<file path="src/rtl/fifo_pkg.sv">
// Shared types for the parametrised synchronous FIFO: controller state encoding.
package fifo_pkg;

  localparam int STATE_W = 2;

  typedef enum logic [STATE_W-1:0] {
    EMPTY   = 2'd0,
    PARTIAL = 2'd1,
    FULL    = 2'd2
  } fifo_state_t;

endpackage

</file>
<file path="src/rtl/fifo_mem.sv">
// Register-array FIFO storage: synchronous write port, asynchronous read port.
// Storage is deliberately not reset; contents are only meaningful behind the FIFO pointers.
module fifo_mem #(
  parameter int WIDTH = 8,
  parameter int DEPTH = 4,
  localparam int AW   = $clog2(DEPTH)
) (
  input  logic             clk,
  input  logic             we_i,
  input  logic [AW-1:0]    waddr_i,
  input  logic [WIDTH-1:0] wdata_i,
  input  logic [AW-1:0]    raddr_i,
  output logic [WIDTH-1:0] rdata_o
);

  logic [WIDTH-1:0] mem_q [DEPTH];

  always_ff @(posedge clk) begin
    if (we_i) begin
      mem_q[waddr_i] <= wdata_i;
    end
  end

  // Combinational read gives first-word-fall-through on the head entry.
  assign rdata_o = mem_q[raddr_i];

endmodule

</file>
<file path="src/rtl/fifo_sync_param.sv">
// Parametrised single-clock FWFT FIFO with occupancy count, almost flags and accept-while-full.
// Define FIFO_ERR_FLAGS_EN to add sticky overflow/underflow outputs.
module fifo_sync_param
  import fifo_pkg::*;
#(
  parameter int WIDTH    = 8,
  parameter int DEPTH    = 4,
  parameter int AF_LEVEL = 3,
  parameter int AE_LEVEL = 1,
  localparam int AW      = $clog2(DEPTH),
  localparam int CW      = AW + 1
) (
  input  logic             clk,
  input  logic             rst,
  input  logic             write,
  input  logic [WIDTH-1:0] wdata,
  input  logic             read,
  output logic [WIDTH-1:0] rdata,
  output logic             empty,
  output logic             full,
  output logic             almost_empty,
  output logic             almost_full,
  output logic [CW-1:0]    count,
  output logic [1:0]       diag_state
`ifdef FIFO_ERR_FLAGS_EN
  ,
  output logic             overflow,
  output logic             underflow
`endif
);

  fifo_state_t   state_q, state_d;
  logic [AW-1:0] waddr_q, waddr_d;
  logic [AW-1:0] raddr_q, raddr_d;
  logic [CW-1:0] count_q, count_d;
  logic          wr_ok, rd_ok;

  // Accept decisions depend only on registered state; a full FIFO takes a write only alongside a pop.
  always_comb begin
    wr_ok = 1'b0;
    rd_ok = 1'b0;
    case (state_q)
      EMPTY: begin
        wr_ok = write;
      end
      PARTIAL: begin
        wr_ok = write;
        rd_ok = read;
      end
      FULL: begin
        rd_ok = read;
        wr_ok = write & read;
      end
      default: begin
        wr_ok = 1'b0;
        rd_ok = 1'b0;
      end
    endcase
  end

  always_comb begin
    state_d = state_q;
    case (state_q)
      EMPTY: begin
        if (wr_ok) state_d = PARTIAL;
      end
      PARTIAL: begin
        if (rd_ok && !wr_ok && count_q == CW'(1)) begin
          state_d = EMPTY;
        end else if (wr_ok && !rd_ok && count_q == CW'(DEPTH - 1)) begin
          state_d = FULL;
        end
      end
      FULL: begin
        if (rd_ok && !wr_ok) state_d = PARTIAL;
      end
      default: begin
        state_d = EMPTY;
      end
    endcase
  end

  // DEPTH is a power of two, so pointer increments wrap naturally.
  always_comb begin
    waddr_d = waddr_q + AW'(wr_ok);
    raddr_d = raddr_q + AW'(rd_ok);
    count_d = count_q + CW'(wr_ok) - CW'(rd_ok);
  end

  always_ff @(posedge clk) begin
    if (rst) begin
      state_q <= EMPTY;
      waddr_q <= '0;
      raddr_q <= '0;
      count_q <= '0;
    end else begin
      state_q <= state_d;
      waddr_q <= waddr_d;
      raddr_q <= raddr_d;
      count_q <= count_d;
    end
  end

  fifo_mem #(
    .WIDTH (WIDTH),
    .DEPTH (DEPTH)
  ) u_mem (
    .clk     (clk),
    .we_i    (wr_ok),
    .waddr_i (waddr_q),
    .wdata_i (wdata),
    .raddr_i (raddr_q),
    .rdata_o (rdata)
  );

  assign empty        = (state_q == EMPTY);
  assign full         = (state_q == FULL);
  assign almost_empty = (count_q <= CW'(AE_LEVEL));
  assign almost_full  = (count_q >= CW'(AF_LEVEL));
  assign count        = count_q;
  assign diag_state   = state_q;

`ifdef FIFO_ERR_FLAGS_EN
  logic overflow_q, underflow_q;

  always_ff @(posedge clk) begin
    if (rst) begin
      overflow_q  <= 1'b0;
      underflow_q <= 1'b0;
    end else begin
      overflow_q  <= overflow_q | (write & ~wr_ok);
      underflow_q <= underflow_q | (read & ~rd_ok);
    end
  end

  assign overflow  = overflow_q;
  assign underflow = underflow_q;
`endif

endmodule

</file>
<file path="config.mk">
export PLATFORM = sky130hd
export DESIGN_NAME = fifo_sync_param
export DESIGN_NICKNAME = d
export VERILOG_FILES = /design/src/rtl/fifo_pkg.sv /design/src/rtl/fifo_mem.sv /design/src/rtl/fifo_sync_param.sv
export SDC_FILE = /design/constraint.sdc
export NUM_CORES = 1
export LEC_CHECK = 0
export CORE_MARGIN = 2
export CORE_UTILIZATION = 48
export CTS_CLUSTER_DIAMETER = 120
export DETAILED_ROUTE_END_ITERATION = 8
export PLACE_DENSITY = 0.76
export SKIP_LAST_GASP = 1
export SLEW_MARGIN = 20
export SYNTH_ARGS = -nofsm -noshare
export SYNTH_HDL_FRONTEND = slang
export SYNTH_SLANG_ARGS = --single-unit
</file>
<file path="constraint.sdc">
create_clock -name clk -period 3.6 [get_ports clk]
set_input_delay 0.72 -clock clk [delete_from_list [all_inputs] [get_ports clk]]
set_output_delay 0.72 -clock clk [all_outputs]
set_load 0.05 [all_outputs]
</file>
# Word level (Yosys, flattened, before mapping)
# Memories as Yosys holds them, arrays and structs flattened. A register that Yosys moved wholly into a read port is not among the register bits.
# Index checks and enable logic that the tools add are counted.
[word_totals] mem_count=1 latchBits=0 romBits=0 mem_bits_rw=32 regBits=9
[op_classes] n_reduce_logical=10 add_sub_neg=4 shift=0 div_mod_pow=0 mux=10 n_eq_ne=7 n_mul=0 order_cmp=2 bitwise_logic=1
[memory_table] memory="u_mem.mem_q" words=4 word_bits=8 rd=1 rd_ports_with_merged_regs=1 write_ports=1 line="fifo_mem.sv:16" rtl="logic [WIDTH-1:0] mem_q [DEPTH];"
[op_table] cell="two-way mux 2 bit" count=5
[op_table] cell="case mux 2 bit (3 select lines)" count=1
[op_table] cell="adder 2 x 1 -> 2 bit" count=2
[op_table] cell="logical AND 1 bit" count=4
[op_table] cell="!= test 2 x 1 -> 1 bit, second input constant" count=2
[op_table] cell="OR reduction 2 bit" count=2
[op_table] cell="adder 3 x 1 -> 3 bit" count=1
[op_table] cell="equality test 3 x 1 -> 1 bit, second input constant" count=1
[op_table] cell="equality test 3 x 2 -> 1 bit, second input constant" count=1
[op_table] cell="greater-or-equal comparator 3 x 2 -> 1 bit, second input constant" count=1
[op_table] cell="less-or-equal comparator 3 x 1 -> 1 bit, second input constant" count=1
[op_table] cell="two-way mux 1 bit" count=3
[op_table] cell="!= test 3 bit, second input constant" count=1
[op_table] cell="AND reduction 3 bit" count=1
[op_table] cell="subtractor 3 x 1 -> 3 bit" count=1
[op_table] cell="equality test 2 x 1 -> 1 bit, second input constant" count=1
[op_table] cell="equality test 2 bit, second input constant" count=1
[op_table] cell="logical NOT 1 bit" count=2
[op_table] cell="logical NOT 2 bit" count=1
[op_table] cell="case mux 1 bit (2 select lines)" count=1
[op_table] cell="AND 1 bit" count=1

# Logic depth before layout (Yosys ltp)
# Gate-level depths: netlist of the first run.
[logic_depth] ltp_word=9 depth_mapped=10

# By module
# From an unflattened synthesis of the first run, not the netlist that was laid out.
[unflattened] cells_unflattened=105 area_unflattened_um2=1767.9
[by_module_without_submodules] module="fifo_mem" n_inst=1 area_per_inst_um2=1188.6 cells_each=46
[by_module_without_submodules] module="fifo_sync_param" n_inst=1 area_per_inst_um2=579.3 cells_each=59

# Worst setup path before layout of the first run
# OpenSTA, ideal clock, no wires.
[synth_path] path_kind="register -> register" startpoint="register state_q[0] (netlist: diag_state[0])" endpoint="register count_q[1] (netlist: count[1])" t_required_ns=3.472 path_buffers=0 slack_ns=0.803 stages_incl_launch_ff=10 period_less_slack_ns=2.797 arrival_time_ns=2.669 cell_sequence="dfxtp_1 > inv_1 > ha_1 > a211o_1 > nand2_1 > nand2_1 > nand2_1 > ha_1 > fa_1 > nor2b_1"
[synth_via] elab_cells_between_ends=9 cone_classes="2 x add/sub; 2 x eq/ne; 2 x mux; 3 x reduce/logical"
[synth_rtl] item="start: declaration" line="fifo_sync_param.sv:32" rtl="fifo_state_t state_q, state_d;"
[synth_rtl] item="start signal: assignment" line="fifo_sync_param.sv:97" rtl="state_q <= state_d;"
[synth_rtl] item="equality test 2 bit *"
[synth_rtl] item="via full" line="fifo_sync_param.sv:20" rtl="output logic full,"
[synth_rtl] item="case mux 1 bit (2 select lines) / OR reduction 2 bit (equally long branches)"
[synth_rtl] item="adder 3 x 1 -> 3 bit / two-way mux 1 bit (equally long branches)" line="fifo_sync_param.sv:87, fifo_sync_param.sv:42"
[synth_rtl] item="subtractor 3 x 1 -> 3 bit *" line="fifo_sync_param.sv:87" rtl="count_d = count_q + CW'(wr_ok) - CW'(rd_ok);"
[synth_rtl] item="via count_d[1]" line="fifo_sync_param.sv:35" rtl="logic [CW-1:0] count_q, count_d;"
[synth_rtl] item="end signal: assignment" line="fifo_sync_param.sv:100" rtl="count_q <= count_d;"
[synth_rtl] item="end: declaration" line="fifo_sync_param.sv:35"
# Mark *: on every way through the listed nets, which the timed path passes. The rest lies on a longest branch.
# A chain may end at the register's enable or synchronous reset.

==> results of run 1 <==
[per-stage QoR]
| step | hold WS [ps] | setup slack (ps) | power, mW |
|---|---|---|---|
| finish | 623 | 603 | 1.68 |
| CTS | 608 | 552 | 1.69 |
| global placement | 549 | 798 | 1.32 |
| detailed placement | 591 | 686 | 1.33 |
| global route | 650 | 464 | 1.76 |
| floorplan | 524 | 803 | 1.12 |
[power breakdown]
group	total, mW	internal, mW	leakage, nW	switching (mW)
Sequential	0.640	0.583	0.367	0.0574
Combinational	0.683	0.257	0.374	0.426
Clock	0.352	0.204	0.0518	0.148
[worst min-delay path by stage]
stage	from	to	slack, ps	cells after the start
global route	waddr_q[0]	waddr_q[0]	650	2
floorplan	waddr_q[0]	waddr_q[0]	520	2
detailed placement	waddr_q[0]	waddr_q[0]	590	2
CTS	waddr_q[1]	waddr_q[1]	610	3
global placement	waddr_q[0]	waddr_q[0]	550	2
finish	waddr_q[0]	waddr_q[0]	620	2
[Yosys cell counts]
master     instances  area [um^2]
o2111ai_1          1         8.76
nor3_1             4         20.0
nand2_1            9         33.8
o211ai_1           1         7.51
inv_1              6         22.5
fa_1               1         20.0
a31oi_1            1         6.26
or3_2              1         7.51
nor2_1            10         37.5
nor2b_1            4         25.0
buf_2              1         5.00
ha_1              10          125
nand3_1            3         15.0
o311ai_1           1         8.76
or2b_1             1         7.51
o211ai_2           1         12.5
dfxtp_1            9          180
a211o_1            1         8.76
nand4b_1           1         8.76
xor2_1             2         17.5
mux4_2             8          180
o21ai_0            3         15.0
and2_1             1         6.26
nand2b_1           1         6.26
clkbuf_1           2         7.51
xnor2_1            2         17.5
o21a_1             1         7.51
edfxtp_1          32          961
nor4_1             1         6.26
a2111o_1           1         11.3
[sequential cells by signal (all words and copies together), names as in the netlist]
| register | flops |
|---|---|
| raddr_q | 2 |
| u_mem.mem_q | 32 |
| diag_state | 2 |
| count | 3 |
| waddr_q | 2 |
[area by class of cell]
cell class / instances / area (um^2) / share of cell area (%)
Sequential cell: 41 / 1140 / 50.6
Multi-Input combinational cell: 70 / 621 / 27.5
Timing Repair Buffer: 31 / 303 / 13.4
Clock buffer: 5 / 68.8 / 3.05
Tap cell: 48 / 60.1 / 2.66
Clock inverter: 3 / 41.3 / 1.83
Inverter: 6 / 22.5 / 0.998
[worst register-to-register path, cell delays in order, from the launching register on]
cell,delay (ps)
dfxtp_1,410
inv_1,120
ha_1,270
a211o_1,340
nand2_1,210
nand2_1,140
nand2_1,80
ha_1,180
fa_1,420
nor2b_1,140
[logic make-up after synthesis]
logic type | Yosys count | share of synthesized area (%)
simple gates | 36 | 9.68
mux | 8 | 10.0
compound gates | 11 | 4.81
flops | 41 | 63.5
fa+ha+maj | 11 | 8.08
xor+xnor | 4 | 1.95
buf+inv | 9 | 1.95
[routing by layer]
layer  up-vias  GRT usage, %  share of wire [%]
li1        519             -                  -
met1       523          20.0                 42
met2        34          29.3                 52
met3         2          5.65                4.8
met4         0          5.21               0.36
met5         -             0                  0
==> results.md, run 1 <==
* Ports at 29
* Most frequent cells in the layout: edfxtp_1, clkdlybuf4s50_1, nor2_1, ha_1
* Layout area overhead at 25.6%
* Crit start category: flop
* CP Cell Sequence: mux4_2, clkdlybuf4s50_1
* Final cell count without fillers at roughly 200
* Placed inst area at between 2000 and 2500 um^2
* Number of buffers created by CTS at 5
* Global route total overflow at 0
* Post-route clock period utilization at a little over four fifths
* Number of global-route vias before repair at between 1000 and 1500
* Slew headroom at between 40% and 50%
* Yosys reg bits at 41
* Slowest CP cell: clkdlybuf4s50_1
* Fin. max-slew vios at 0
* Worst Max-Slew Pin Slew at about 800 ps
* Die Y at 65.2 um
* Initial antenna violation count at 0
* Finished Core Util at between 60% and 70%
* Beginning of the worst register-to-register path: diag_state[1]
* Post_cts resized at 0
* Routed WL per cell at between 15 and 20 um
* Outcome: finished, final reports clean
* Port Buffers at 28
* HP Class: flop to flop
* Setup TNS at 0 ps
* Drt pass-1 iters at 4
* Delay-heaviest family, CP: buffers and inverters
* # rows at 22
* P_leak at between 0.7 and 0.8 nW
* Post-DP HPWL at about 2200 um
* Layout Nets at between 150 and 200
* First-pass GRT wire length at between 5000 and 6000 um
* Post-layout minimum cycle time at 3000 ps
* Hold_buf cts at 0
* RSZ-0062 raised after global routing: no
* Clk_skew at between 6 and 7 ps
* Reg2reg path depth at 9
* Sequential area share after synthesis at 63.5%
* Netlist cell types at 30
* Worst Path Required at around 2900 ps
* Initial Util at 49.4%
* Yosys warning total at 0
* Setup crit end: rdata[1]
* Routed WL at just over 3000 um
* Postcts setup bufs at 0
* Post-route design area at roughly 2300 um^2
* Mean post-synth cell area at roughly 15 um^2
* CP endpoint kind: output port
* H-tree Lvls at 2
* Diode count at 0
* P per Cell Area at roughly 740 nW/um^2
* Die Area at 4250 um^2
* DP Cell Count at 196
* CP arrival at around 2300 ps
* Commonest non-fill, non-tap cell in the layout: edfxtp_1
* Synth Instances at 120
* Vias/cell at about 5.3
* Filler Cell Count at roughly 290
* Vias at 1078
* Clock latency on the worst-skew pair at 290 ps
* Clk sink count at slightly above 40
* Fin. Hold Viols at 0
* Layout cells sized above 1 at approximately 13%
* Post-Syn Area at between 1500 and 2000 um^2
* CTS clock-pin slew for the worst setup and hold paths at ~80 ps
* # setup viols final at 0
* DIE WIDTH at roughly 65 um
* Max VDD drop at ~660 uV
* Placer Congestion at approximately 0.91
* Crit path kind: flop to output port
* Fmax at 334 MHz
* Crit-path max cell delay at 710 ps
* DR iter-0 viols at 36
* Gr usage total at 16.9%
* Number of buffers and inverters on the critical path at 1
* Syn nets at approximately 140
* Max-cap violations at 0
* Largest net degree at the start of global routing at 15
* CTS root buffer: clkbuf_8
* Worst reg2reg endpoint: count[1]
* CTS tree: done
* Clock Path Buffers at 2
* Stages on the worst setup path at 2
* CP Max Fanout at 9
* Worst Setup SP: raddr_q[0]
* Post-DRT Antenna Nets at 0
* Core area at between 3000 and 4000 um^2
* DRC Markers at 0
* R2R Setup Slk at around 1200 ps
(Power assumes the default switching activity.)
==> run 2: changes to the inputs <==
- clock period: 3.6 -> 3.1 ns (I/O delays scaled with it)
==> results.md, run 2 (synthesis results as in run 1) <==
* Outcome: finished, final reports clean (unchanged)
* Layout area overhead at 28.3% (was 25.6%)
* Worst Max-Slew Pin Slew at 502 ps (was 795 ps)
* Max FFs per register at 32 (unchanged)
* Worst Path Required at 2480 ps (was 2880 ps)
* Layout Nets at 183 (was 178)
* Fmax at about 360 MHz
* Die Area at 4250 um^2 (unchanged)
* Core area at 3630 um^2 (unchanged)
* Routed WL per cell at 14.5 um (was 15.2 um)
* P per Cell Area at 864 nW/um^2 (was 742 nW/um^2)
* Diode count at 0 (unchanged)
* Top layer in use: met4 (unchanged)
* Post-DRT Antenna Nets at 0 (unchanged)
* Internal at 1.25 mW (was 1.04 mW)
* P_leak at 0.824 nW (was 0.792 nW)
* Share of total power in the clock network at 22.3% (was 21.0%)
* Logic pwr share at 41.1% (was 40.8%)
* RSZ-0062 raised after global routing: no (unchanged)
* Postcts setup bufs at 0 (unchanged)
* CP arrival at 2130 ps (was 2280 ps)
* CP Max Fanout at 7 (was 9)
* First-pass GRT wire length at 4910 um (was 5260 um)
* Number of buffers created by CTS at 5 (unchanged)
* Largest Register: u_mem.mem_q (unchanged)
* DIE WIDTH at 65.2 um (unchanged)
* CTS clock-pin slew for the worst setup and hold paths at 80 ps (about the same)
* HP Class: flop to flop (unchanged)
* Most frequent cells in the layout: edfxtp_1, clkdlybuf4s50_1, nor2_1, ha_1 (unchanged)
* Clock latency on the worst-skew pair at 290 ps (about the same)
* Sw frac at 37.2% (was 37.7%)
* Crit path kind: flop to output port (unchanged)
* Post_cts resized at 0 (unchanged)
* Clock Path Buffers at 2 (unchanged)
* Clk_skew at 5.95 ps (was 6.30 ps)
* CTS root buffer: clkbuf_8 (unchanged)
* Max VDD drop at 583 uV (was 656 uV)
* Setup TNS at 0 ps (unchanged)
* Number of global-route vias before repair at 1053 (was 1134)
* CTS tree: done (unchanged)
* Largest net degree at the start of global routing at 15 (unchanged)
* Psw at 0.741 mW (was 0.632 mW)
* # setup viols final at 0 (unchanged)
* Routed WL at 3040 um (was 3100 um)
* Layout cells sized above 1 at 16.1% (was 12.8%)
* Gr usage total at 15.8% (was 16.9%)
* Tot Pwr at 1.99 mW (was 1.68 mW)
* Metal2 WL at 1500 um (was 1620 um)
* Fin. max-slew vios at 0 (unchanged)
* Initial antenna violation count at 0 (unchanged)
* Vias/cell at 5.20 (was 5.28)
* Met1 Wirelength at 1330 um (was 1310 um)
* Clk sink count at 41 (unchanged)
* DRC Markers at 0 (unchanged)
* Slew headroom at 66.4% (was 46.8%)
* Global route total overflow at 0 (unchanged)
* Ports at 29 (unchanged)
* Finished Core Util at 63.4% (was 62.1%)
* Die Y at 65.2 um (unchanged)
* Post-route clock period utilization at 88.6%
* Placer Congestion at 0.817 (was 0.912)
* DR iter-0 viols at 37 (was 36)
* Reg power frac at 36.5% (was 38.2%)
* Hold_buf cts at 0 (unchanged)
* Drt pass-1 iters at 4 (unchanged)
* # rows at 22 (unchanged)
* Fin. Hold Viols at 0 (unchanged)
* Post-DP HPWL at 2190 um (about the same)
* Vias at 1087 (was 1078)
* Post-layout minimum cycle time at between 2000 and 3000 ps
* H-tree Lvls at 2 (unchanged)
* CP endpoint kind: output port (unchanged)
* Metal3 WL at 163 um (was 149 um)
* Port Buffers at 28 (unchanged)
* Crit start category: flop (unchanged)
* Commonest non-fill, non-tap cell in the layout: edfxtp_1 (unchanged)
* Initial Util at 49.4% (unchanged)
* Max-cap violations at 0 (unchanged)
[run 2: cell count changes in the layout (fill, tap and decap cells not counted)]
cell      delta
buf_4        +5
clkbuf_8     +1
clkinv_1     -1
[run 2: power by group through the flow]
stage	Clock, mW	Combinational, mW	Sequential, mW
2_1_floorplan	0	0.501	0.800
3_3_place_gp	0	0.809	0.737
3_5_place_dp	0	0.822	0.740
4_1_cts	0.446	0.826	0.730
5_1_grt	0.472	0.882	0.738
6_report	0.445	0.818	0.727
[run 2: layout make-up]
| cell class | count | area, um^2 |
|---|---|---|
| timing repair buffer | 36 | 340 |
| sequential | 41 | 1140 |
| fill | 288 | 1330 |
| clock buffer | 6 | 82.6 |
| clock inverter | 2 | 37.5 |
| tap | 48 | 60.1 |
| multi-input combinational | 70 | 621 |
| inverter | 6 | 22.5 |
[run 2: final timing paths]
path                  from      endpoint  depth (start not counted)  slack, ps
max               count[1]  almost_empty                          6        350
min             waddr_q[0]    waddr_q[0]                          2        590
max reg2reg  diag_state[0]      count[1]                          9        860
min reg2reg     waddr_q[0]    waddr_q[0]                          2        590
[run 2: stage by stage]
stage / hold slack (ps) / cell area [um^2] / setup WS, ps / std cells
6_report: 587 / 2300 / 353 / 209
5_1_grt: 642 / 2300 / 178 / 209
4_1_cts: 584 / 2300 / 345 / 209
3_5_place_dp: 555 / 2180 / 487 / 201
3_3_place_gp: 557 / 2180 / 535 / 201
2_1_floorplan: 524 / 1800 / 303 / 120
[run 2: layer usage]
metal  up-vias  global-route usage (%)
met3         6                    5.14
met4         0                    5.47
met1       514                    20.1
met5         -                       0
li1        531                       -
met2        36                    25.6
[run 2: critical path: stages (launching register included)]
cell             delay, ps
dfxtp_1                460
inv_1                  150
ha_1                   220
nand2_1                 50
nand2_1                 40
o21ai_0                 70
clkdlybuf4s50_1        840
==> run 3: changes to the inputs <==
- TNS_END_PERCENT: unset -> 50
==> results of run 3 <==
No change in the layout: final DEF, timing and power equal those of run 2.
